[src/rtl/auto_opponent_if.sv]
// Board-side signal bundle between the automated human player and the
// computer game: the board displays and win flag flow to the player, and
// the chosen move plus button presses flow back to the game.
interface auto_opponent_if;
  logic [3:0] c3, c2, c1, c0;
  logic [3:0] h3, h2, h1, h0;
  logic       win;
  logic [3:0] hMove;
  logic       enter_L;
  logic       newGame_L;

  modport master (
    input  c3, c2, c1, c0, h3, h2, h1, h0, win,
    output hMove, enter_L, newGame_L
  );

  modport slave (
    output c3, c2, c1, c0, h3, h2, h1, h0, win,
    input  hMove, enter_L, newGame_L
  );
endinterface

[src/rtl/auto_opponent.sv]
// Automated human-side player for the pick-15 game. Watches the computer's
// board, picks a winning, blocking or lowest free digit, presses enter,
// waits for the move to show up, and tallies game results.
module auto_opponent #(
  parameter int PRESS_CYCLES  = 2,
  parameter int ACK_TIMEOUT   = 15,
  parameter int SETTLE_CYCLES = 4
) (
  input  logic       clock,
  input  logic       reset_L,
  input  logic       start,
  auto_opponent_if.master board,
  output logic       busy,
  output logic       error,
  output logic [7:0] games,
  output logic [7:0] losses,
  output logic [7:0] hwins
);

  localparam logic [3:0] IDLE    = 4'd0;
  localparam logic [3:0] WAIT_C  = 4'd1;
  localparam logic [3:0] CHOOSE  = 4'd2;
  localparam logic [3:0] PRESS   = 4'd3;
  localparam logic [3:0] ACK     = 4'd4;
  localparam logic [3:0] CHECK   = 4'd5;
  localparam logic [3:0] SETTLE  = 4'd6;
  localparam logic [3:0] OVER    = 4'd7;
  localparam logic [3:0] NEWGAME = 4'd8;
  localparam logic [3:0] ERROR   = 4'd9;

  localparam logic [15:0] PRESS_LAST  = 16'(PRESS_CYCLES - 1);
  localparam logic [15:0] ACK_LAST    = 16'(ACK_TIMEOUT - 1);
  localparam logic [15:0] SETTLE_LAST = 16'(SETTLE_CYCLES - 1);

  logic [3:0]  state;
  logic [15:0] cnt;
  logic [2:0]  nhSaved;
  logic        waitClear;

  logic [15:0] cDigits, hDigits;
  logic [2:0]  nc, nh;
  logic [9:0]  usedMask, freeMask;
  logic [3:0]  winPick, blockPick, anyPick, choice;
  logic        hTriple, moveSeen;

  // Bit x set when x would complete some pair of nonzero digits to 15.
  function automatic logic [9:0] completeMask(input logic [15:0] d);
    logic [9:0] m;
    logic [4:0] s;
    m = '0;
    for (int i = 0; i < 4; i++) begin
      for (int j = i + 1; j < 4; j++) begin
        s = {1'b0, d[4*i +: 4]} + {1'b0, d[4*j +: 4]};
        if (d[4*i +: 4] != 4'd0 && d[4*j +: 4] != 4'd0 &&
            s >= 5'd6 && s <= 5'd14)
          m[4'(5'd15 - s)] = 1'b1;
      end
    end
    return m;
  endfunction

  // True when any three nonzero digits sum to 15.
  function automatic logic tripleOf(input logic [15:0] d);
    logic r;
    r = 1'b0;
    for (int i = 0; i < 4; i++)
      for (int j = i + 1; j < 4; j++)
        for (int k = j + 1; k < 4; k++)
          if (d[4*i +: 4] != 4'd0 && d[4*j +: 4] != 4'd0 && d[4*k +: 4] != 4'd0 &&
              ({2'b0, d[4*i +: 4]} + {2'b0, d[4*j +: 4]} + {2'b0, d[4*k +: 4]}) == 6'd15)
            r = 1'b1;
    return r;
  endfunction

  // Smallest digit 1..9 whose bit is set, or 0 when none is.
  function automatic logic [3:0] lowestBit(input logic [9:0] m);
    logic [3:0] r;
    r = '0;
    for (int x = 9; x >= 1; x--)
      if (m[x]) r = 4'(x);
    return r;
  endfunction

  assign cDigits = {board.c3, board.c2, board.c1, board.c0};
  assign hDigits = {board.h3, board.h2, board.h1, board.h0};

  // Board census and move selection, recomputed every cycle from the displays.
  always_comb begin
    nc       = '0;
    nh       = '0;
    usedMask = '0;
    moveSeen = 1'b0;
    for (int i = 0; i < 4; i++) begin
      if (cDigits[4*i +: 4] != 4'd0) begin
        nc = nc + 3'd1;
        if (cDigits[4*i +: 4] <= 4'd9) usedMask[cDigits[4*i +: 4]] = 1'b1;
      end
      if (hDigits[4*i +: 4] != 4'd0) begin
        nh = nh + 3'd1;
        if (hDigits[4*i +: 4] <= 4'd9) usedMask[hDigits[4*i +: 4]] = 1'b1;
      end
      if (board.hMove != 4'd0 && hDigits[4*i +: 4] == board.hMove) moveSeen = 1'b1;
    end
    freeMask  = ~usedMask & 10'h3FE;
    winPick   = lowestBit(completeMask(hDigits) & freeMask);
    blockPick = lowestBit(completeMask(cDigits) & freeMask);
    anyPick   = lowestBit(freeMask);
    if (winPick != 4'd0)        choice = winPick;
    else if (blockPick != 4'd0) choice = blockPick;
    else                        choice = anyPick;
    hTriple = tripleOf(hDigits);
  end

  assign busy = (state != IDLE) && (state != ERROR);

  // Game-playing sequencer: move choice, button timing, result counting.
  always_ff @(posedge clock or negedge reset_L) begin
    if (!reset_L) begin
      state           <= IDLE;
      cnt             <= '0;
      nhSaved         <= '0;
      waitClear       <= 1'b0;
      board.hMove     <= '0;
      board.enter_L   <= 1'b1;
      board.newGame_L <= 1'b1;
      error           <= 1'b0;
      games           <= '0;
      losses          <= '0;
      hwins           <= '0;
    end else begin
      case (state)
        IDLE: begin
          if (start && !error) state <= WAIT_C;
        end
        WAIT_C: begin
          if (waitClear) begin
            if (nc == 3'd1 && nh == 3'd0 && !board.win) waitClear <= 1'b0;
          end else if (board.win) begin
            state <= OVER;
          end else if (nh == 3'd4) begin
            cnt   <= '0;
            state <= SETTLE;
          end else if (nc == nh + 3'd1) begin
            state <= CHOOSE;
          end
        end
        CHOOSE: begin
          if (choice == 4'd0) begin
            state <= OVER;
          end else begin
            board.hMove   <= choice;
            nhSaved       <= nh;
            board.enter_L <= 1'b0;
            cnt           <= '0;
            state         <= PRESS;
          end
        end
        PRESS: begin
          if (cnt == PRESS_LAST) begin
            board.enter_L <= 1'b1;
            cnt           <= '0;
            state         <= ACK;
          end else begin
            cnt <= cnt + 16'd1;
          end
        end
        ACK: begin
          if (nh > nhSaved && moveSeen) begin
            state <= CHECK;
          end else if (cnt == ACK_LAST) begin
            error       <= 1'b1;
            board.hMove <= '0;
            state       <= ERROR;
          end else begin
            cnt <= cnt + 16'd1;
          end
        end
        CHECK: begin
          state <= hTriple ? OVER : WAIT_C;
        end
        SETTLE: begin
          if (board.win || cnt == SETTLE_LAST) state <= OVER;
          else                                 cnt   <= cnt + 16'd1;
        end
        OVER: begin
          if (games != 8'hFF)                  games  <= games + 8'd1;
          if (board.win && losses != 8'hFF)    losses <= losses + 8'd1;
          if (hTriple && hwins != 8'hFF)       hwins  <= hwins + 8'd1;
          board.hMove     <= '0;
          board.newGame_L <= 1'b0;
          cnt             <= '0;
          state           <= NEWGAME;
        end
        NEWGAME: begin
          if (cnt == PRESS_LAST) begin
            board.newGame_L <= 1'b1;
            waitClear       <= 1'b1;
            state           <= start ? WAIT_C : IDLE;
          end else begin
            cnt <= cnt + 16'd1;
          end
        end
        ERROR: begin
          board.hMove     <= '0;
          board.enter_L   <= 1'b1;
          board.newGame_L <= 1'b1;
        end
        default: state <= IDLE;
      endcase
    end
  end

endmodule

[src/flat_wrapper.sv]
// flat-port wrapper written by rule: the top's interface ports become plain ports
module auto_opponent_flat 
#(
  parameter int PRESS_CYCLES  = 2,
  parameter int ACK_TIMEOUT   = 15,
  parameter int SETTLE_CYCLES = 4
)
  (clock, reset_L, start, busy, error, games, losses, hwins, board_c3, board_c2, board_c1, board_c0, board_h3, board_h2, board_h1, board_h0, board_win, board_hMove, board_enter_L, board_newGame_L);
  auto_opponent_if board_i ();
  input  logic clock;
  input  logic reset_L;
  input  logic start;
  output logic busy;
  output logic error;
  output logic [7:0] games;
  output logic [7:0] losses;
  output logic [7:0] hwins;
  input wire logic [$bits(board_i.c3)-1:0] board_c3;
  input wire logic [$bits(board_i.c2)-1:0] board_c2;
  input wire logic [$bits(board_i.c1)-1:0] board_c1;
  input wire logic [$bits(board_i.c0)-1:0] board_c0;
  input wire logic [$bits(board_i.h3)-1:0] board_h3;
  input wire logic [$bits(board_i.h2)-1:0] board_h2;
  input wire logic [$bits(board_i.h1)-1:0] board_h1;
  input wire logic [$bits(board_i.h0)-1:0] board_h0;
  input wire logic [$bits(board_i.win)-1:0] board_win;
  output wire logic [$bits(board_i.hMove)-1:0] board_hMove;
  output wire logic [$bits(board_i.enter_L)-1:0] board_enter_L;
  output wire logic [$bits(board_i.newGame_L)-1:0] board_newGame_L;
  assign board_i.c3 = board_c3;
  assign board_i.c2 = board_c2;
  assign board_i.c1 = board_c1;
  assign board_i.c0 = board_c0;
  assign board_i.h3 = board_h3;
  assign board_i.h2 = board_h2;
  assign board_i.h1 = board_h1;
  assign board_i.h0 = board_h0;
  assign board_i.win = board_win;
  assign board_hMove = board_i.hMove;
  assign board_enter_L = board_i.enter_L;
  assign board_newGame_L = board_i.newGame_L;
  auto_opponent #(.PRESS_CYCLES(PRESS_CYCLES), .ACK_TIMEOUT(ACK_TIMEOUT), .SETTLE_CYCLES(SETTLE_CYCLES)) u_core (.clock(clock), .reset_L(reset_L), .start(start), .board(board_i), .busy(busy), .error(error), .games(games), .losses(losses), .hwins(hwins));
endmodule
[config.mk]
export PLATFORM = sky130hd
export DESIGN_NAME = auto_opponent_flat
export DESIGN_NICKNAME = d
export VERILOG_FILES = /design/src/rtl/auto_opponent_if.sv /design/src/rtl/auto_opponent.sv /design/src/flat_wrapper.sv
export SDC_FILE = /design/constraint.sdc
export NUM_CORES = 1
export LEC_CHECK = 0
export ABC_AREA = 1
export CORE_UTILIZATION = 45
export CTS_BUF_LIST = sky130_fd_sc_hd__clkbuf_4 sky130_fd_sc_hd__clkbuf_8 sky130_fd_sc_hd__clkbuf_16
export DETAILED_ROUTE_END_ITERATION = 8
export GPL_TIMING_DRIVEN = 0
export PLACE_DENSITY_LB_ADDON = 0.25
export SYNTH_ARGS = -nofsm -noshare
export SYNTH_HDL_FRONTEND = slang
export SYNTH_SLANG_ARGS = --single-unit
[constraint.sdc]
create_clock -name clock -period 2.15 [get_ports clock]
set_input_delay 0.43 -clock clock [delete_from_list [all_inputs] [get_ports clock]]
set_output_delay 0.43 -clock clock [all_outputs]
set_load 0.005 [all_outputs]
# Word level (Yosys, flattened, before mapping)
# Index checks and enable logic that the tools add are counted.
# W data, S select, Z words.
[word_totals]
reg_bits = 55
latch_bits = 0
mem_bits_rw = 0
mem_bits_ro = 0
input_bits = 36
n_memories = 0
[classes]
n_addsub = 42
multipliers = 0
div = 0
order_cmp = 73
n_eq_ne = 42
shift = 0
muxes = 148
bitwise_logic = 23
n_reduce_logical = 110
[ops]
columns = ["operator", "n"]
rows = [
  ["$mux W10", 28],
  ["$or A10 B10 Y10", 17],
  ["$mux W4", 42],
  ["$mux W16", 9],
  ["$pmux W16 S7", 1],
  ["$lt A4 B5 Y1 const B", 20],
  ["$demux W1 S4", 20],
  ["$ge A4 B1 Y1 const B", 20],
  ["$add A4 B4 Y5", 15],
  ["$logic_and A1 B1 Y1", 75],
  ["$ge A5 B3 Y1 const B", 12],
  ["$le A5 B4 Y1 const B", 12],
  ["$reduce_bool A4 Y1", 12],
  ["$sub A4 B4 Y4 const A", 12],
  ["$pmux W4 S10", 1],
  ["$mux W1", 35],
  ["$le A4 B4 Y1 const B", 8],
  ["$add A6 B4 Y6", 4],
  ["$add A8 B1 Y8 const B", 3],
  ["$eq A6 B4 Y1 const B", 4],
  ["$mux W3", 8],
  ["$ne A8 B8 Y1 const B", 3],
  ["$and A10 B10 Y10", 2],
  ["$add A3 B1 Y3 const B", 6],
  ["other kinds (37)", 69],
]

# Longest topological paths before layout
# Gate-level depths: netlist of the first run.
[logic_depth]
depth_word = 44
mapped_depth = 32
depth_no_buf = 31

# Worst setup path before layout of the first run
# No wires, ideal clock.
[synth_timing]
kind = "input -> register"
startpoint = "input board_h0[0]"
endpoint = "register u_core.cnt[15]"
arrival_time_ns = 3.600
t_required_ns = 2.079
path_slack_ns = -1.521
cell_stages = 22
n_path_buf = 2
path_cell_list = "buf_2 -> nor2_4 -> nand2_2 -> ha_1 -> or2_2 -> nand2_1 -> inv_1 -> ha_1 -> nand2_1 -> xor2_1 -> inv_1 -> ha_1 -> a21oi_1 -> o21ai_0 -> nand4_1 -> nor2_1 -> nor2_1 -> nand2_4 -> buf_6 -> o21bai_1 -> inv_2 -> nor2_1"
[synth_via]
word_cells_on_any_way = 130
classes_between = "add/sub (9); order compare (16); eq/ne (5); mux (65); bitwise (15); reduce/logical (20)"
[synth_rtl]
columns = ["element", "line_no", "rtl"]
rows = [
  ["start: declaration", "flat_wrapper.sv:25", "input wire logic [$bits(board_i.h0)-1:0] board_h0;"],
  ["$reduce_bool A4 Y1 *", "auto_opponent.sv:98", "if (hDigits[4*i +: 4] != 4'd0) begin"],
  ["$mux W1 *", "auto_opponent.sv:98", ""],
  ["$add A3 B1 Y3", "auto_opponent.sv:99", "nh = nh + 3'd1;"],
  ["$mux W3 *", "auto_opponent.sv:98", ""],
  ["$add A3 B1 Y3", "auto_opponent.sv:99", ""],
  ["$mux W3 *", "auto_opponent.sv:98", ""],
  ["$add A3 B1 Y3", "auto_opponent.sv:99", ""],
  ["$mux W3 *", "auto_opponent.sv:98", ""],
  ["net u_core.nh[2]", "auto_opponent.sv:41", "logic [2:0] nc, nh;"],
  ["$gt A3 B3 Y1", "auto_opponent.sv:168", "if (nh > nhSaved && moveSeen) begin"],
  ["$logic_and A1 B1 Y1", "auto_opponent.sv:168", ""],
  ["$ne A2 B2 Y1 (no line)", "n/a", ""],
  ["$reduce_and A9 Y1 (no line) *", "n/a", ""],
  ["end signal: assignment", "auto_opponent.sv:164", "cnt <= cnt + 16'd1;"],
  ["end signal: assignment", "auto_opponent.sv:175", "cnt <= cnt + 16'd1;"],
  ["end signal: assignment", "auto_opponent.sv:183", "else cnt <= cnt + 16'd1;"],
  ["end: declaration", "auto_opponent.sv:36", "logic [15:0] cnt;"],
]
# Mark *: on every way through the listed nets, which the timed path passes. The rest lies on a longest branch.
# A chain may end at the register's enable or synchronous reset.

# Final worst setup path of the first run
[layout_timing]
startpoint = "input board_h1[0]"
endpoint = "register u_core.cnt[2]"
[layout_via]
elab_chain_cells = 36
word_cells_on_any_way = 121
classes_between = "add/sub (8); order compare (16); eq/ne (5); mux (59); bitwise (13); reduce/logical (20)"
[layout_lines]
columns = ["element", "line_no", "rtl"]
rows = [
  ["start: declaration", "flat_wrapper.sv:24", "input wire logic [$bits(board_i.h1)-1:0] board_h1;"],
  ["branches (longest 35 deep; another with $add A4 B4 Y5)", "n/a", ""],
  ["$reduce_and A9 Y1 (no line) *", "n/a", ""],
]
# Every way passes the cells marked *.

==> results.json, run 1 <==
{
  "syn_area_per_cell_um2": 6.27,
  "synth_nets": 1553,
  "yosysWarnings": 0,
  "drtIter0Drc": 685,
  "dpl-instance-area_um2": 10300,
  "fp.dieH_um": 143,
  "nets": 1699,
  "clock-skew-final_ns": 0.00379,
  "setup_tns_ns": -45.60,
  "crit_path_max_fanout": 6,
  "dp_hpwl_um": 21200,
  "violations": "setup timing",
  "worst_pin_slew_ns": 0.804,
  "drt-pass1-iter-count": 5,
  "h-tree-depth": 2,
  "wl_per_cell_um": 15.4,
  "setup_violations": 38,
  "antenna_found_initial": 0,
  "startpoint_type": "input pin",
  "cts.path.max_buffers": 2,
  "drv_slew": 0,
  "cts_root_buffer": "clkbuf_16",
  "fillers": 1823,
  "die-width_um": 143,
  "yosysSeqAreaShare_pct": 15.5,
  "yosysUniqueCellTypes": 62,
  "grt_pass1_vias": 9466,
  "status": "complete, but fails checks",
  "power_mw": 5.43,
  "core_um2": 19400,
  "synth-seq-cells": 55,
  "path_cells": "buf_12 -> ha_4 -> fa_2 -> a21oi_2 -> o21bai_2 -> nor2_2 -> buf_4 -> nand4_1 -> nand3_1 -> nor2_2 -> o21ai_0 -> inv_1 -> a21oi_2 -> nor2_4 -> buf_6 -> a21oi_4 -> nand2_2 -> nor2_4 -> nand3_4 -> nand2_4 -> buf_6 -> o21ai_2 -> nand2_1 -> inv_1",
  "required_ns": 2.34,
  "cpMaxStageDelayCell": "fa_2",
  "clock_sinks": 55,
  "pin_count": 68,
  "async_flop_share_pct": 100,
  "dieArea_um2": 20300,
  "syn-cell-area_um2": 8900,
  "max-slew-margin-rel_pct": 46.0,
  "pwr_density_cell_nw_per_um2": 458,
  "cpPeakStageDelay_ns": 0.39,
  "grt_setup_unrepaired": "yes",
  "yosys.area.top_type_share_pct": 14.9,
  "drc": 0,
  "min_path_type": "in -> async",
  "cts_tree": "yes",
  "end_kind": "register",
  "grtUsageTotal_pct": 27.8,
  "final_area_um2": 11800,
  "detail-route-antenna-nets": 0,
  "clk_latency_ns": 0.29,
  "arrival_ns": 3.72,
  "viasPerCell": 5.42,
  "max_clock_freq_ghz": 0.283,
  "placedCellCount": 1753,
  "numCtsBuffers": 5,
  "hold_violations": 0,
  "worst_slack_ns": -1.38,
  "p_leak_nw": 5.88,
  "synth_edf_count": 0,
  "yosys-top-cells-area": "dfrtp_1 15%, nand2_1 12%, ha_1 11%",
  "diodes": 0,
  "maxCapViolCount": 0,
  "cts.clk_slew.worst_paths_ns": 0.07,
  "critical_path_class": "in -> reg",
  "routed_wl_um": 28200,
  "vias": 9932,
  "grt_pass1_wl_um": 45400,
  "synthCells": 1420,
  "stdcell_count": 1832,
  "finalCritPeriodShare_pct": 164,
  "area_delta_synth_final_pct": 33.1,
  "drive_above_1_share_pct": 26.4,
  "rows": 51,
  "ys.flop_type": "dfrtp_1",
  "grt-ovfl-total": 0,
  "start_util_pct": 45.9,
  "fin_crit_ns": 3.53,
  "vdd_drop_max_mv": 0.314,
  "synth_largest_area_cell": "dfrtp_1",
  "port_buffers": 67,
  "grt_max_degree": 34,
  "place_congestion": 0.964
}
## metal layers
| layer | part of all wire [%] | global-route usage, % | wire [um] |
|---|---|---|---|
| met2 | 48 | 48.0 | 13500 |
| met5 | 0 | 0 | 0 |
| met1 | 45 | 37.5 | 12700 |
| met3 | 5.6 | 3.49 | 1580 |
| met4 | 1.2 | 4.53 | 347 |
## placed cells by master, fill, tap and decap left out, types with 5 or more instances in the layout
| master | synthesis | final |
|---|---|---|
| nand4_1 | 70 | 70 |
| xor2_1 | 34 | 29 |
| ha_2 | 0 | 8 |
| inv_1 | 223 | 212 |
| inv_2 | 16 | 26 |
| fa_2 | 0 | 12 |
| o21ai_0 | 31 | 11 |
| nand2_1 | 284 | 242 |
| buf_12 | 0 | 7 |
| nand3_4 | 1 | 5 |
| nor2_4 | 13 | 33 |
| buf_2 | 3 | 9 |
| nand2_2 | 14 | 48 |
| nor2_1 | 214 | 174 |
| nor4_1 | 11 | 9 |
| o21ai_1 | 11 | 15 |
| nand3b_1 | 6 | 6 |
| buf_4 | 1 | 71 |
| clkbuf_4 | 0 | 5 |
| nand3_1 | 148 | 129 |
| nor3_1 | 36 | 32 |
| o21ai_2 | 0 | 15 |
| nand3_2 | 6 | 21 |
| clkbuf_16 | 0 | 6 |
| a21oi_2 | 6 | 13 |
| a21oi_1 | 33 | 23 |
| dfrtp_1 | 53 | 52 |
| xnor2_1 | 19 | 18 |
| nand2_4 | 3 | 11 |
| ha_4 | 0 | 23 |
| a31oi_1 | 9 | 8 |
| nor2_2 | 14 | 34 |
| buf_6 | 1 | 14 |
| clkdlybuf4s50_1 | 0 | 34 |
| ha_1 | 81 | 50 |
| o22ai_1 | 6 | 6 |
## power by group
part,total (mW),internal (mW),switching [mW]
Sequential,1.08,1.06,0.0176
Clock,0.809,0.443,0.366
Combinational,3.54,1.43,2.11
Total,5.43,2.94,2.49
## metrics by stage
stage / util [%] / hold WS [ns] / setup slack [ns]
2_1_floorplan: - / 0.134 / -1.16
3_3_place_gp: 52.9 / 0.468 / -2.72
3_5_place_dp: 53.0 / 0.454 / -2.73
4_1_cts: 58.4 / 0.139 / -1.32
5_1_grt: 61.1 / 0.164 / -1.57
6_report: 61.1 / 0.121 / -1.38
## sequential cells by signal, summed over array words and instances, names as in the netlist
signal	cells
u_core.board.hMove	4
u_core.hwins	8
u_core.losses	8
u_core.state	4
u_core.waitClear	1
u_core.nhSaved	3
u_core.board.enter_L	1
u_core.board.newGame_L	1
u_core.games	8
u_core.cnt	16
u_core.error	1
## critical path, delay by kind of cell
family                   cells  cell delay, ns
buffers and inverters        6            0.66
AO/OA/AOI/OAI                6            0.86
adder cells (fa/ha/maj)      2            0.55
AND/OR/NAND/NOR             10            1.20
## timing repair
action	4_1_cts	5_1_grt
pin swaps	85	61
resized for setup	299	111
setup buffers	55	16
endpoints found under the setup margin	42	44
hold buffers	0	0
gates cloned	1	1
## cell usage after synthesis, types with 2 or more instances
cell      count
nand2_1     284
inv_1       223
nor2_1      214
nand3_1     148
ha_1         81
nand4_1      70
dfrtp_1      53
nor3_1       36
xor2_1       34
a21oi_1      33
o21ai_0      31
xnor2_1      19
fa_1         16
inv_2        16
nand2_2      14
nor2_2       14
nor2_4       13
nor4_1       11
o21ai_1      11
a31oi_1       9
a21oi_2       6
nand3_2       6
nand3b_1      6
o22ai_1       6
or2_2         5
clkbuf_1      4
o211ai_1      4
o21bai_1      4
buf_2         3
mux2_2        3
nand2_4       3
o31ai_1       3
a211oi_1      2
a21o_1        2
dfstp_2       2
nor4b_1       2
or2_1         2
xnor2_2       2
xor2_2        2
## worst paths after layout
check,startpoint,cells after the start,slack [ns],endpoint
setup / recovery,board_h1[0],24,-1.38,u_core.cnt[2]$_DFFE_PN0P_
hold / removal,reset_L,1,0.12,u_core.cnt[6]$_DFFE_PN0P_
setup reg to reg,u_core.state[2]$_DFFE_PN0P_,13,-0.58,u_core.cnt[15]$_DFFE_PN0P_
hold reg to reg,u_core.board.enter_L$_DFFE_PN1P_,2,0.49,u_core.board.enter_L$_DFFE_PN1P_
max in group asynchronous,reset_L,2,1.39,u_core.board.newGame_L$_DFFE_PN1P_
min in group clock,u_core.board.enter_L$_DFFE_PN1P_,2,0.49,u_core.board.enter_L$_DFFE_PN1P_
## layout make-up
type	instances	area [um2]	area share (%)
multi-input cells	1116	7730	65.3
flip-flops and latches	55	1380	11.6
repair buffers	140	1290	10.9
inverters	240	905	7.64
well taps	265	332	2.80
clock buffers	6	133	1.12
plain buffers	8	61.3	0.517
clock inverters	2	12.5	0.106
## kinds of logic after synthesis
logic type,Yosys count,share of synthesized area [%]
AND/OR/NAND/NOR,836,44.2
buffers and inverters,249,10.7
AO/OA/AOI/OAI,123,8.32
adder cells (fa/ha/maj),97,15.0
XOR/XNOR,57,5.95
flip-flops,55,15.5
multiplexers,3,0.380
No activity file was read; power rests on OpenSTA's default activity.
==> run 2, diff against run 1 <==
--- a/config.mk
+++ b/config.mk
@@ -5,7 +5,6 @@
 export SDC_FILE = /design/constraint.sdc
 export NUM_CORES = 1
 export LEC_CHECK = 0
-export ABC_AREA = 1
 export CORE_UTILIZATION = 45
 export CTS_BUF_LIST = sky130_fd_sc_hd__clkbuf_4 sky130_fd_sc_hd__clkbuf_8 sky130_fd_sc_hd__clkbuf_16
 export DETAILED_ROUTE_END_ITERATION = 8
==> constraint.sdc (replaced) <==
create_clock -name clock -period 3.31 [get_ports clock]
set_input_delay 0.662 -clock clock [delete_from_list [all_inputs] [get_ports clock]]
set_output_delay 0.662 -clock clock [all_outputs]
set_load 0.005 [all_outputs]
==> run 2 against run 1 <==
  * The run still ends with setup timing left
  * Total power shrank 8.3%
  * Cell area shrank 0.93%
  * Utilization grew 1.3 points
  * Combinational power shrank 2%
  * Clock power shrank 26%
  * Clock-buffer cell count shrank 1
  * Worst setup slack gained 0.26 ns
  * Sequential power shrank 16%
  * First-iteration DRC count grew 1.3%
  * Synthesized area shrank 1.9%
  * Largest cell class unchanged
==> results.json, run 2 <==
{
  "drtIter0Drc": 694,
  "numCtsBuffers": 5,
  "grtUsageTotal_pct": 28.9,
  "grt_setup_unrepaired": "yes",
  "hold_violations": 0,
  "r2r_cells": 10,
  "yosysWarnings": 0,
  "grt_pass1_vias": 9008,
  "worst_pin_slew_ns": 0.973,
  "dp_hpwl_um": 20900,
  "switching_share_pct": 45.8,
  "vias": 9452,
  "dieArea_um2": 20000,
  "clk_latency_ns": 0.30,
  "maxCapViolCount": 0,
  "h-tree-depth": 2,
  "syn-cell-area_um2": 8730,
  "arrival_ns": 4.64,
  "pwr-share-clk_pct": 12.0,
  "cts_tree": "yes",
  "met3_usage_pct": 4.05,
  "finalCritPeriodShare_pct": 134,
  "max_clock_freq_ghz": 0.226,
  "drv_slew": 0,
  "worst_slack_ns": -1.12,
  "rr_startpoint": "u_core.cnt[9]$_DFFE_PN0P_",
  "end_kind": "register",
  "pwr-share-seq_pct": 18.3,
  "stdcell_count": 1476,
  "routed_wl_um": 29300,
  "largest_reg_flops": 16,
  "drive_above_1_share_pct": 27.1,
  "regMostFlops": "u_core.cnt",
  "final_area_um2": 11700,
  "place_congestion": 0.925,
  "grt_util_met2_pct": 47.3,
  "synth_edf_count": 0,
  "fin_hold_ws_ns": 0.286,
  "final_cell_mix": "79 x nor2_1, 67 x buf_4, 67 x nand2_1",
  "async_flop_share_pct": 100,
  "yosysSeqAreaShare_pct": 15.8,
  "port_buffers": 67,
  "met1_usage_pct": 39.0,
  "drt-pass1-iter-count": 5,
  "grt_pass1_wl_um": 46400,
  "drc": 0,
  "rows": 50,
  "required_ns": 3.52,
  "yosys.area.top_type_share_pct": 15.2,
  "synth-seq-cells": 55,
  "synth.most_common_cell": "nor2_1",
  "grt_busiest_layer": "met2",
  "fp.dieH_um": 141,
  "setup_violations": 36,
  "crit_path_max_fanout": 5,
  "cts_root_buffer": "clkbuf_16",
  "cts.path.max_buffers": 2,
  "intPower_mw": 2.70,
  "violations": "setup timing",
  "fillers": 1640,
  "max-slew-margin-rel_pct": 34.5,
  "dpl-instance-area_um2": 10000,
  "combinationalPowerShare_pct": 69.7,
  "ys.flop_type": "dfrtp_1",
  "yosysUniqueCellTypes": 90,
  "clock_sinks": 55,
  "critical_path_class": "in -> reg",
  "area_delta_synth_final_pct": 34.4,
  "start_util_pct": 46.4,
  "netlist_top_cells_count": "84 x nor2_1, 81 x ha_1, 73 x nand2_1",
  "p_leak_nw": 4.61,
  "detail-route-antenna-nets": 0,
  "diodes": 0,
  "pwr_density_cell_nw_per_um2": 424,
  "status": "complete, but fails checks",
  "synth_largest_area_cell": "dfrtp_1",
  "power_switching_mw": 2.28,
  "die-width_um": 141,
  "startpoint_type": "input pin",
  "syn_area_per_cell_um2": 8.12,
  "final_common_cell": "nor2_1",
  "nets": 1349,
  "grt-ovfl-total": 0,
  "pin_count": 68,
  "clock-skew-final_ns": 0.00762,
  "viasPerCell": 6.40,
  "core_um2": 18800,
  "r2r_end": "u_core.cnt[12]$_DFFE_PN0P_",
  "cts.clk_slew.worst_paths_ns": 0.07,
  "rrSetupSlack_ns": -0.02,
  "wl_per_cell_um": 19.8,
  "synthCells": 1075,
  "fin_crit_ns": 4.43,
  "grt_max_degree": 40,
  "placedCellCount": 1403,
  "vdd_drop_max_mv": 0.508,
  "power_mw": 4.98,
  "synth_nets": 1208,
  "min_path_type": "in -> async",
  "antenna_found_initial": 0,
  "yosys-top-cells-area": "dfrtp_1 15%, ha_1 12%, xnor2_1 5.4%"
}
==> run 2: cell type report <==
class	instances	area, um2	share of cell area, %
multi-input cells	933	8150	69.4
flip-flops and latches	55	1380	11.7
clock inverters	2	37.5	0.320
well taps	260	325	2.77
clock buffers	5	125	1.07
plain buffers	40	275	2.35
repair buffers	141	1290	11.0
inverters	40	156	1.33
==> run 2: logic make-up after synthesis <==
group	count (synthesis)	share of synthesized area, %
fa+ha+maj	97	15.3
compound gates	247	20.7
simple gates	494	34.1
flops	55	15.8
xor+xnor	83	8.33
buf+inv	87	4.16
mux	12	1.62
==> run 2: power groups by stage <==
stage | clock, mW | sequential, mW | combinational [mW]
floorplan | 0 | 0.903 | 1.98
global placement | 0 | 0.917 | 2.73
detailed placement | 0 | 0.919 | 2.77
CTS | 0.610 | 0.908 | 3.20
global route | 0.638 | 0.928 | 3.75
finish | 0.596 | 0.910 | 3.47
==> run 2: worst max path at each step <==
stage | start | endpoint | slack (ns) | cells past startpoint
3_5_place_dp | board_c0[1] | u_core.cnt[15]$_DFFE_PN0P_ | -2.43 | 15
3_3_place_gp | board_c0[1] | u_core.cnt[1]$_DFFE_PN0P_ | -2.42 | 14
5_1_grt | board_c3[0] | u_core.cnt[14]$_DFFE_PN0P_ | -1.23 | 17
6_report | board_c3[0] | u_core.cnt[14]$_DFFE_PN0P_ | -1.12 | 17
4_1_cts | board_c2[0] | u_core.cnt[14]$_DFFE_PN0P_ | -0.93 | 15
2_1_floorplan | board_h1[1] | u_core.cnt[0]$_DFFE_PN0P_ | -0.87 | 17
==> run 2: metrics by stage <==
| stage | util (%) | TNS, ns | worst slack, ns |
|---|---|---|---|
| 2_1_floorplan | - | -21.00 | -0.872 |
| 3_3_place_gp | 53.2 | -86.27 | -2.42 |
| 3_5_place_dp | 53.3 | -77.49 | -2.43 |
| 4_1_cts | 60.1 | -23.41 | -0.929 |
| 6_report | 62.3 | -27.38 | -1.12 |
| 5_1_grt | 62.3 | -31.96 | -1.23 |
==> run 2: what timing repair did <==
| item | CTS | global route |
|---|---|---|
| resized for setup | 330 | 69 |
| pin swaps | 77 | 39 |
| setup endpoints to repair | 38 | 37 |
| gates cloned | 1 | 0 |
| hold buffers | 0 | 0 |
| buffers inserted | 62 | 11 |
==> run 2: metal layers <==
| layer | part of all wire (%) | vias up |
|---|---|---|
| li1 | - | 4442 |
| met1 | 43 | 4573 |
| met2 | 47 | 362 |
| met3 | 6.8 | 75 |
| met4 | 3.1 | 0 |
| met5 | 0 | - |
==> run 2: critical path: stages <==
cell and delay (ns):
buf_8 0.12, ha_4 0.16, fa_2 0.39, buf_6 0.14, xnor2_4 0.13, o221ai_2 0.14, o211a_4 0.26, a32oi_2 0.22
a41oi_2 0.16, or2_1 0.29, a2111o_1 0.42, o22ai_2 0.22, a221oi_2 0.09, o2111a_2 0.29, or4_4 0.60, buf_6 0.17
o31ai_4 0.16
==> run 3, diff against run 2 <==
--- a/config.mk
+++ b/config.mk
@@ -6,7 +6,7 @@
 export NUM_CORES = 1
 export LEC_CHECK = 0
 export CORE_UTILIZATION = 45
-export CTS_BUF_LIST = sky130_fd_sc_hd__clkbuf_4 sky130_fd_sc_hd__clkbuf_8 sky130_fd_sc_hd__clkbuf_16
+export CTS_BUF_LIST = sky130_fd_sc_hd__clkbuf_8
 export DETAILED_ROUTE_END_ITERATION = 8
 export GPL_TIMING_DRIVEN = 0
 export PLACE_DENSITY_LB_ADDON = 0.25
==> run 3 against run 2 <==
  * The run still ends with setup timing left
  * Clock-buffer cell count is the same
  * Via count is 0.29% higher
  * Worst hold slack worse by 0.033 ns
  * Critical endpoint is now u_core.cnt[4]$_DFFE_PN0P_
  * Largest cell class unchanged
  * Cell area barely moved
  * Register-to-register slack improved by 0.04 ns
==> results.json, run 3 (synthesis results as in run 2) <==
{
  "status": "complete, but fails checks",
  "violations": "setup timing",
  "place_congestion": 0.925,
  "dpl-instance-area_um2": 10000,
  "required_ns": 3.55,
  "regMostFlops": "u_core.cnt",
  "cts_tree": "yes",
  "vdd_drop_max_mv": 0.470,
  "clk_latency_ns": 0.32,
  "nets": 1356,
  "arrival_ns": 4.66,
  "power_mw": 4.85,
  "clock-skew-final_ns": 0.00983,
  "pin_count": 68,
  "grt-ovfl-total": 0,
  "grtUsageTotal_pct": 28.8,
  "startpoint_type": "input pin",
  "final_common_cell": "nor2_1",
  "wl_per_cell_um": 19.8,
  "area_delta_synth_final_pct": 34.5,
  "routed_wl_um": 29400,
  "grt_pass1_wl_um": 46400,
  "min_path_type": "in -> async",
  "core_um2": 18800,
  "cts.path.max_buffers": 2,
  "maxCapViolCount": 0,
  "grt_pass1_vias": 8988,
  "worst_pin_slew_ns": 0.872,
  "path_cells": "clkbuf_4 -> or4_4 -> ha_4 -> nor2b_4 -> or3b_4 -> o22a_1 -> a41oi_2 -> or2_1 -> a2111o_1 -> o22ai_2 -> a221oi_2 -> o2111a_2 -> or4_4 -> buf_6 -> o21ai_0",
  "worst_slack_ns": -1.11,
  "clock_sinks": 55,
  "final_cell_mix": "79 x nor2_1, 71 x buf_4, 66 x nand2_1",
  "cts.clk_slew.worst_paths_ns": 0.10,
  "fin_crit_ns": 4.42,
  "start_util_pct": 46.4,
  "viasPerCell": 6.39,
  "drv_slew": 0,
  "hold_violations": 0,
  "port_buffers": 67,
  "drive_above_1_share_pct": 27.6,
  "drtIter0Drc": 741,
  "cpMostUsedCell": "or4_4",
  "detail-route-antenna-nets": 0,
  "grt_setup_unrepaired": "yes",
  "largest_reg_flops": 16,
  "fp.dieH_um": 141,
  "dp_hpwl_um": 20900,
  "antenna_found_initial": 0,
  "critPathBufInv": 2,
  "fin_hold_ws_ns": 0.253,
  "cpMaxStageDelayCell": "or4_4",
  "die-width_um": 141,
  "drt-pass1-iter-count": 5,
  "cpPeakStageDelay_ns": 0.60,
  "pwr_density_cell_nw_per_um2": 413,
  "p_leak_nw": 4.61,
  "rows": 50,
  "end_kind": "register",
  "vias": 9479,
  "finalCritPeriodShare_pct": 133,
  "dieArea_um2": 20000,
  "crit_path_max_fanout": 12,
  "critical_path_class": "in -> reg",
  "max-slew-margin-rel_pct": 41.3,
  "grt_max_degree": 40,
  "path_delay_family": "simple AND/OR/NAND/NOR gates",
  "drc": 0,
  "cts_root_buffer": "clkbuf_8",
  "fillers": 1641,
  "diodes": 0,
  "max_clock_freq_ghz": 0.226,
  "h-tree-depth": 2,
  "final_area_um2": 11700,
  "setup_violations": 36,
  "numCtsBuffers": 5
}
-- run 3: cell types whose count changed in the layout (fill, tap and decap cells not counted), sizes merged --
| cell | delta |
|---|---|
| buf | +8 |
| clkdlybuf4s18 | -1 |
-- run 3: where the power goes --
part           leakage, nW  internal (mW)  switching, mW
combinational         3.82           1.56           1.93
sequential           0.732          0.803          0.106
clock               0.0502          0.222          0.227
total                 4.61           2.58           2.27
-- run 3: layer usage --
layer  up-vias  global-route usage, %  part of all wire (%)
met3        87                   4.05                   6.7
met4         0                   10.2                   3.4
met5         -                      0                     0
met1      4591                   38.9                    44
met2       340                   47.0                    46
li1       4461                      -                     -
-- run 3: final timing paths --
check	cells past startpoint	start	slack, ns	to
setup / recovery	15	board_c0[3]	-1.11	u_core.cnt[4]$_DFFE_PN0P_
hold reg to reg	1	u_core.games[7]$_DFFE_PN0P_	0.51	u_core.games[7]$_DFFE_PN0P_
max in group asynchronous	2	reset_L	2.44	u_core.board.enter_L$_DFFE_PN1P_
setup reg to reg	10	u_core.cnt[9]$_DFFE_PN0P_	0.02	u_core.cnt[2]$_DFFE_PN0P_
min in group clock	1	u_core.games[7]$_DFFE_PN0P_	0.51	u_core.games[7]$_DFFE_PN0P_
hold / removal	1	reset_L	0.25	u_core.losses[1]$_DFFE_PN0P_
-- run 3: through the flow --
| step | setup slack, ns | util, % | setup TNS [ns] | std cells |
|---|---|---|---|---|
| floorplan | -0.872 | - | -21.00 | 1075 |
| global placement | -2.42 | 53.2 | -86.27 | 1402 |
| detailed placement | -2.43 | 53.3 | -77.49 | 1403 |
| CTS | -0.896 | 59.8 | -22.30 | 1466 |
| global route | -1.19 | 62.4 | -31.48 | 1483 |
| finish | -1.11 | 62.4 | -27.58 | 1483 |
-- run 3: layout make-up --
type	count	area [um2]	share of cell area, %
buffer	40	275	2.34
clock buffer	5	68.8	0.586
clock inverter	2	37.5	0.320
inverter	40	159	1.35
multi-input combinational	933	8140	69.3
sequential	55	1380	11.7
tap	260	325	2.77
timing repair buffer	148	1360	11.6
-- run 3: timing repair --
| item | CTS | global route |
|---|---|---|
| pin swaps | 72 | 35 |
| cloned | 1 | 0 |
| resized for setup | 328 | 78 |
| hold buffers | 0 | 0 |
| setup endpoints to repair | 38 | 37 |
| setup buffers | 62 | 18 |
